--- config.mk ---
export PLATFORM = sky130hd
export DESIGN_NAME = ps2_receiver
export DESIGN_NICKNAME = d
export VERILOG_FILES = /design/src/rtl/eg2000_pkg.sv /design/src/rtl/ps2_fifo.sv /design/src/rtl/ps2_receiver.sv
export SDC_FILE = /design/constraint.sdc
export NUM_CORES = 1
export LEC_CHECK = 0
export BUFFER_PORTS_ARGS = -buffer_cell sky130_fd_sc_hd__buf_2
export CAP_MARGIN = 20
export CORE_MARGIN = 2
export CORE_UTILIZATION = 55
export DETAILED_ROUTE_END_ITERATION = 16
export PLACE_DENSITY = 0.74
export SLEW_MARGIN = 15
export SYNTH_ARGS = -nofsm -noshare
export SYNTH_HDL_FRONTEND = slang
export SYNTH_SLANG_ARGS = --single-unit
--- constraint.sdc ---
create_clock -name clock -period 2.1 [get_ports clock]
set_input_delay 0 -clock clock [delete_from_list [all_inputs] [get_ports clock]]
set_output_delay 0 -clock clock [all_outputs]
set_load 0.1 [all_outputs]
--- src/rtl/eg2000_pkg.sv ---
// Shared types and constants for the EG2000 PS/2 keyboard path.
// Event layout, prefix bytes and frame-state encoding.
package eg2000_pkg;

  typedef struct packed {
    logic       ext;
    logic       rel;
    logic [7:0] code;
  } ps2_event_t;

  localparam logic [7:0] PS2_EXT = 8'hE0;
  localparam logic [7:0] PS2_REL = 8'hF0;

  typedef enum logic [2:0] {
    ST_IDLE,
    ST_START,
    ST_DATA,
    ST_PARITY,
    ST_STOP
  } frame_st_e;

  function automatic logic odd_ok(
    input logic [7:0] d,
    input logic       p
  );
    return ^{d, p};
  endfunction

endpackage

--- src/rtl/ps2_fifo.sv ---
// Small event queue between the prefix decoder and the consumer.
// Extra pointer bit distinguishes full from empty.
module ps2_fifo
  import eg2000_pkg::*;
#(
  parameter int DEPTH = 4
) (
  input  logic       clock,
  input  logic       reset,
  input  logic       push,
  input  ps2_event_t wdata,
  input  logic       pop,
  output ps2_event_t rdata,
  output logic       full,
  output logic       empty,
  output logic       overflow
);

  localparam int AW = $clog2(DEPTH);
  localparam logic [AW:0] PONE = (AW+1)'(1);

  logic [AW:0] wptr_q, wptr_d;
  logic [AW:0] rptr_q, rptr_d;
  logic        do_push;
  logic        do_pop;
  ps2_event_t  mem_q [DEPTH];

  always_comb begin
    empty = (wptr_q == rptr_q);
    full  = (wptr_q[AW] != rptr_q[AW]) &&
            (wptr_q[AW-1:0] == rptr_q[AW-1:0]);
    do_pop   = pop & ~empty;
    // a full queue still takes a write when the head leaves this cycle
    do_push  = push & (~full | do_pop);
    overflow = push & full & ~do_pop;
    wptr_d = do_push ? wptr_q + PONE : wptr_q;
    rptr_d = do_pop  ? rptr_q + PONE : rptr_q;
    rdata  = empty ? '0 : mem_q[rptr_q[AW-1:0]];
  end

  always_ff @(posedge clock) begin
    if (reset) begin
      wptr_q <= '0;
      rptr_q <= '0;
    end else begin
      wptr_q <= wptr_d;
      rptr_q <= rptr_d;
    end
  end

  always_ff @(posedge clock) begin
    if (do_push) mem_q[wptr_q[AW-1:0]] <= wdata;
  end

endmodule

--- src/rtl/ps2_receiver.sv ---
// PS/2 device-side receiver: sync/filter, frame FSM,
// E0/F0 prefix folding and an event FIFO.
module ps2_receiver
  import eg2000_pkg::*;
#(
  parameter int FILTER  = 8,
  parameter int TIMEOUT = 35468,
  parameter int DEPTH   = 4
) (
  input  logic       clock,
  input  logic       reset,
  input  logic       ps2Ck,
  input  logic       ps2Dq,
  input  logic       codeReady,
  output logic       codeValid,
  output logic [7:0] code,
  output logic       codeExt,
  output logic       codeRel,
  output logic       error,
  output logic       overflow
);

  localparam int FW = $clog2(FILTER + 1);
  localparam int TW = $clog2(TIMEOUT + 1);
  localparam logic [FW-1:0] FLAST = FW'(FILTER - 1);
  localparam logic [FW-1:0] FONE  = FW'(1);
  localparam logic [TW-1:0] TMAX  = TW'(TIMEOUT);
  localparam logic [TW-1:0] TONE  = TW'(1);

  logic [1:0]    ck_s_q, ck_s_d;
  logic [1:0]    dq_s_q, dq_s_d;
  logic [FW-1:0] ck_n_q, ck_n_d;
  logic [FW-1:0] dq_n_q, dq_n_d;
  logic          ck_f_q, ck_f_d;
  logic          dq_f_q, dq_f_d;
  logic          ck_p_q;
  logic          fall;

  always_comb begin
    ck_s_d = {ck_s_q[0], ps2Ck};
    dq_s_d = {dq_s_q[0], ps2Dq};
    ck_n_d = '0;
    ck_f_d = ck_f_q;
    if (ck_s_q[1] != ck_f_q) begin
      if (ck_n_q == FLAST) ck_f_d = ck_s_q[1];
      else ck_n_d = ck_n_q + FONE;
    end
    dq_n_d = '0;
    dq_f_d = dq_f_q;
    if (dq_s_q[1] != dq_f_q) begin
      if (dq_n_q == FLAST) dq_f_d = dq_s_q[1];
      else dq_n_d = dq_n_q + FONE;
    end
    fall = ck_p_q & ~ck_f_q;
  end

  always_ff @(posedge clock) begin
    if (reset) begin
      ck_s_q <= 2'b11;
      dq_s_q <= 2'b11;
      ck_n_q <= '0;
      dq_n_q <= '0;
      ck_f_q <= 1'b1;
      dq_f_q <= 1'b1;
      ck_p_q <= 1'b1;
    end else begin
      ck_s_q <= ck_s_d;
      dq_s_q <= dq_s_d;
      ck_n_q <= ck_n_d;
      dq_n_q <= dq_n_d;
      ck_f_q <= ck_f_d;
      dq_f_q <= dq_f_d;
      ck_p_q <= ck_f_q;
    end
  end

  frame_st_e     state_q, state_d;
  logic [7:0]    shift_q, shift_d;
  logic [2:0]    bits_q, bits_d;
  logic          par_q, par_d;
  logic [TW-1:0] tmo_q, tmo_d;
  logic          tmo_hit;

  always_ff @(posedge clock) begin
    if (reset) begin
      state_q <= ST_IDLE;
      shift_q <= '0;
      bits_q  <= '0;
      par_q   <= 1'b0;
      tmo_q   <= '0;
    end else begin
      state_q <= state_d;
      shift_q <= shift_d;
      bits_q  <= bits_d;
      par_q   <= par_d;
      tmo_q   <= tmo_d;
    end
  end

  always_comb begin
    state_d = state_q;
    shift_d = shift_q;
    bits_d  = bits_q;
    par_d   = par_q;
    tmo_d   = tmo_q;
    tmo_hit = (state_q != ST_IDLE) && (tmo_q == TMAX);
    if (tmo_hit) begin
      state_d = ST_IDLE;
      tmo_d   = '0;
    end else begin
      // counter holds clocks elapsed since the last falling edge
      if (state_q != ST_IDLE)
        tmo_d = fall ? TONE : tmo_q + TONE;
      if (fall) begin
        unique case (state_q)
          ST_IDLE: begin
            if (!dq_f_q) begin
              state_d = ST_START;
              tmo_d   = TONE;
            end
          end
          ST_START: begin
            shift_d = {dq_f_q, shift_q[7:1]};
            bits_d  = 3'd1;
            state_d = ST_DATA;
          end
          ST_DATA: begin
            shift_d = {dq_f_q, shift_q[7:1]};
            bits_d  = bits_q + 3'd1;
            if (bits_q == 3'd7) state_d = ST_PARITY;
          end
          ST_PARITY: begin
            par_d   = odd_ok(shift_q, dq_f_q);
            state_d = ST_STOP;
          end
          ST_STOP: state_d = ST_IDLE;
          default: state_d = ST_IDLE;
        endcase
      end
    end
  end

  logic       byte_v_d, byte_v_q;
  logic       ferr_d, ferr_q;
  logic [7:0] byte_q;

  always_comb begin
    byte_v_d = 1'b0;
    ferr_d   = 1'b0;
    if (fall && !tmo_hit && state_q == ST_STOP) begin
      byte_v_d = par_q & dq_f_q;
      ferr_d   = ~(par_q & dq_f_q);
    end
  end

  always_ff @(posedge clock) begin
    if (reset) begin
      byte_v_q <= 1'b0;
      ferr_q   <= 1'b0;
      byte_q   <= '0;
    end else begin
      byte_v_q <= byte_v_d;
      ferr_q   <= ferr_d;
      byte_q   <= shift_q;
    end
  end

  logic       ext_q, ext_d;
  logic       rel_q, rel_d;
  logic       ev_push;
  ps2_event_t ev;

  always_comb begin
    ext_d   = ext_q;
    rel_d   = rel_q;
    ev_push = 1'b0;
    ev      = '{ext: ext_q, rel: rel_q, code: byte_q};
    if (byte_v_q) begin
      unique case (1'b1)
        (byte_q == PS2_EXT): ext_d = 1'b1;
        (byte_q == PS2_REL): rel_d = 1'b1;
        default: begin
          ev_push = 1'b1;
          ext_d   = 1'b0;
          rel_d   = 1'b0;
        end
      endcase
    end
  end

  always_ff @(posedge clock) begin
    if (reset) begin
      ext_q <= 1'b0;
      rel_q <= 1'b0;
    end else begin
      ext_q <= ext_d;
      rel_q <= rel_d;
    end
  end

  ps2_event_t head;
  logic       f_full;
  logic       f_empty;
  logic       f_ovf;
  logic       ovf_q, ovf_d;

  ps2_fifo #(.DEPTH(DEPTH)) u_fifo (
    .clock    (clock),
    .reset    (reset),
    .push     (ev_push),
    .wdata    (ev),
    .pop      (codeReady),
    .rdata    (head),
    .full     (f_full),
    .empty    (f_empty),
    .overflow (f_ovf)
  );

  assign ovf_d = f_ovf & f_full;

  always_ff @(posedge clock) begin
    if (reset) ovf_q <= 1'b0;
    else       ovf_q <= ovf_d;
  end

  assign codeValid = ~f_empty;
  assign code      = head.code;
  assign codeExt   = head.ext;
  assign codeRel   = head.rel;
  assign error     = ferr_q | tmo_hit;
  assign overflow  = ovf_q;

endmodule

==> metrics <==
Skew-Pair Late Insertion Delay=approximately 0.35 ns; syn nets=about 370; All-Layer GR Usage=between 15 and 20%; via/cell ratio=~5.2; Post-Synth XOR/XNOR Area=7.634%; CP Max Fanout=10; Worst Skew=0.009560 ns; fraction of the mapped netlist area in adder cells=3.193%; Arr. time, crit path=approximately 2.0 ns; Detailed Route Iter0 Violations=94; die area=around 8600 µm²; Hold WS=0.01433 ns; critical-path cell list=o311a_4 > nand4b_1 > nor2_2 > or2_2 > clkbuf_4; mapped cell area=4310 µm²; number of nets in the layout=just under 400; ys async rst share=0%; die extent in y=92.53 µm; worst-margin pin slew=about 0.58 ns; Leak Pwr=about 0.0018 µW; final setup vio count=0; VDD IR max=about 580 µV; worst setup path end=error; CTS root buffer=clkbuf_8; share of layout cells above drive strength 1=approximately 17%; placed wire-length estimate=around 4500 µm; GRT overflow=0; post-route setup TNS=0 ns; Compound-Gate Fraction of Synth Area=under 10%; initial antenna violation count=0; worst path required time=~2.1 ns; most common cell after layout, fill and taps aside=dfxtp_1; EDFF count, synth=40; initial core utilization=between 50% and 60%; CP max stage cell=dfxtp_1; RR Endpoint=tmo_q[13]$_SDFF_PP0_; TritonCTS clock tree=built; first-pass GRT wire length=roughly 12000 µm; DR pass1 iterations=4; Num CTS Buffers=9; Rows=32; mean post-synth cell area=12.28 µm²; top_reg_cell synth=dfxtp_1; Synth Area in Simple Gates=between 10% and 20%; Final Max Slew Viols=0; synthesized instance count=351; Residual DRC=0; Max-Slew Margin vs Limit=about three fifths; main combinational cell family by area after synthesis=simple AND/OR/NAND/NOR gates; area occupied by multi-input gates=approximately 1700 µm²; Die W=roughly 90 µm; clk sinks=107; Post-Route WL=about 6700 µm; post-route cell area=between 4000 and 5000 µm²; fillers=approximately 630; final hold vios=0; Max Clk Rate=508.5 MHz; FF/Latch Area=roughly 2500 µm²; CP startpoint kind=register; H-tree Lvls=3; multiplexer area fraction after synthesis=~8.4%; minimum clock period=between 1.5 and 2 ns; Vias=2535; Clock transition at path regs=~0.10 ns; Max clock buf depth=2; PortBufs=17; core footprint=between 7000 and 8000 µm²; number of global-route vias before repair=2479; fin crit share=93.65%; pin count of the biggest net entering global routing=37; status=finished, final reports clean; diodes inserted=0; post-synthesis sequential area ratio=around three fifths; max incr delay on CP=approximately 0.42 ns; area grow syn2layout=9.666%; Reg2Reg Setup Slack=0.22 ns; Worst Setup End Kind=output pin; WS Path Type=reg2out; Final ANT Viol Nets=0; # IOs=18; most frequent cells in the layout=dfxtp_1, edfxtp_1, nor2_1; Setup crit start=state_q[0]$_SDFFE_PP0P_; R2R cell count=5; Worst R2R Start=state_q[0]$_SDFFE_PP0P_; Yosys warnings=0; Pwr Total=3394 µW; placement-stage cell area=4502 µm²; placer's final routability congestion estimate=between 0.8 and 0.9; drt wl/cell=roughly 14 µm; maximum capacitance violations=0; HP Class=in2reg; pwr dens=between 700 and 800 nW/µm²; synthesized flop and latch total=107; synth unique cells=~40
==> state kept, by name, summed over array words and instances, names as in the netlist, 2 cells and up, named ones only <==
register	count
u_fifo.mem_q	40
u_fifo.rptr_q	3
tmo_q	16
dq_n_q	4
shift_q	8
ck_n_q	4
dq_s_q	2
u_fifo.wptr_q	3
ck_s_q	2
state_q	3
byte_q	8
bits_q	3
==> where the power goes <==
part	internal, µW	switching (µW)
Combinational	22.4	31.7
Sequential	2140	12.3
Clock	549	636
Total	2710	680
==> per-layer routing <==
metal | vias to the layer above | wire, µm | track usage (%)
li1 | 1274 | - | -
met1 | 1222 | 3060 | 21.79
met2 | 32 | 3399 | 28.89
met3 | 7 | 146 | 2.848
met4 | 0 | 103 | 7.587
met5 | - | 0 | 0
==> cell usage after synthesis, types with 2 or more instances <==
| library cell | instances | area, µm² |
|---|---|---|
| nand3b_1 | 3 | 22.52 |
| a21oi_1 | 11 | 55.05 |
| nand2_1 | 14 | 52.55 |
| nand4b_1 | 3 | 26.28 |
| inv_1 | 8 | 30.03 |
| mux2i_1 | 6 | 60.06 |
| and2_1 | 12 | 75.07 |
| or3_1 | 4 | 25.02 |
| mux2_2 | 7 | 78.83 |
| edfxtp_1 | 40 | 1201 |
| and3_1 | 7 | 43.79 |
| dfxtp_1 | 67 | 1341 |
| or2_2 | 7 | 43.79 |
| nand2b_1 | 4 | 25.02 |
| nand4_1 | 6 | 37.54 |
| xnor2_1 | 22 | 192.7 |
| clkbuf_1 | 6 | 22.52 |
| nor2b_1 | 9 | 56.30 |
| buf_6 | 2 | 22.52 |
| nor2_1 | 37 | 138.9 |
| xor2_1 | 13 | 113.9 |
| nand3_1 | 9 | 45.04 |
| o21ai_0 | 2 | 10.01 |
| buf_2 | 5 | 25.02 |
| nor4b_1 | 2 | 17.52 |
| ha_1 | 11 | 137.6 |
| nor3_1 | 9 | 45.04 |
| nor4_1 | 2 | 12.51 |
| mux4_2 | 10 | 225.2 |
| nor3b_1 | 2 | 15.01 |
==> how the worst min path moves through the flow <==
stage	end	start	cells after the start
floorplan	byte_q[1]$_SDFF_PP0_	reset	1
global placement	ck_s_q[0]$_SDFF_PP1_	ps2Ck	2
detailed placement	ck_s_q[0]$_SDFF_PP1_	ps2Ck	2
CTS	u_fifo.rptr_q[2]$_SDFFE_PP0P_	codeReady	4
global route	u_fifo.rptr_q[2]$_SDFFE_PP0P_	codeReady	4
finish	u_fifo.rptr_q[2]$_SDFFE_PP0P_	codeReady	4
==> area by class of cell <==
| type | count | share of cell area (%) |
|---|---|---|
| repair buffers | 28 | 3.706 |
| clock inverters | 5 | 1.165 |
| multi-input cells | 222 | 35.20 |
| clock buffers | 11 | 2.779 |
| inverters | 8 | 0.6353 |
| well taps | 102 | 2.700 |
| flip-flops and latches | 107 | 53.81 |
==> cell families (layout without fill, tap and decap cells) <==
group / count (synthesis) / after routing
flip-flops: 107 / 107
buffers and inverters: 22 / 52
AO/OA/AOI/OAI: 18 / 18
AND/OR/NAND/NOR: 134 / 134
XOR/XNOR: 36 / 36
multiplexers: 23 / 23
adder cells (fa/ha/maj): 11 / 11
==> critical path, delay by kind of cell (launching register included) <==
family / cells / cell delay, ns
buf+inv: 1 / 0.28
simple gates: 3 / 0.50
flops: 1 / 0.42
compound gates: 1 / 0.42
==> timing repair <==
item,4_1_cts,5_1_grt
hold buffers,2,0
setup buffers,0,2
gates resized for setup,0,2
setup endpoints to repair,0,4
hold endpoints to repair,2,0
==> through the flow <==
step | setup slack, ns | std cells | utilization, %
2_1_floorplan | 0.07479 | 351 | -
5_1_grt | -0.001131 | 483 | 61.81
6_report | 0.1333 | 483 | 61.81
3_5_place_dp | 0.2473 | 463 | 58.87
4_1_cts | 0.02137 | 481 | 61.57
3_3_place_gp | 0.3330 | 463 | 58.87
Power figures use the tool's default switching activity.
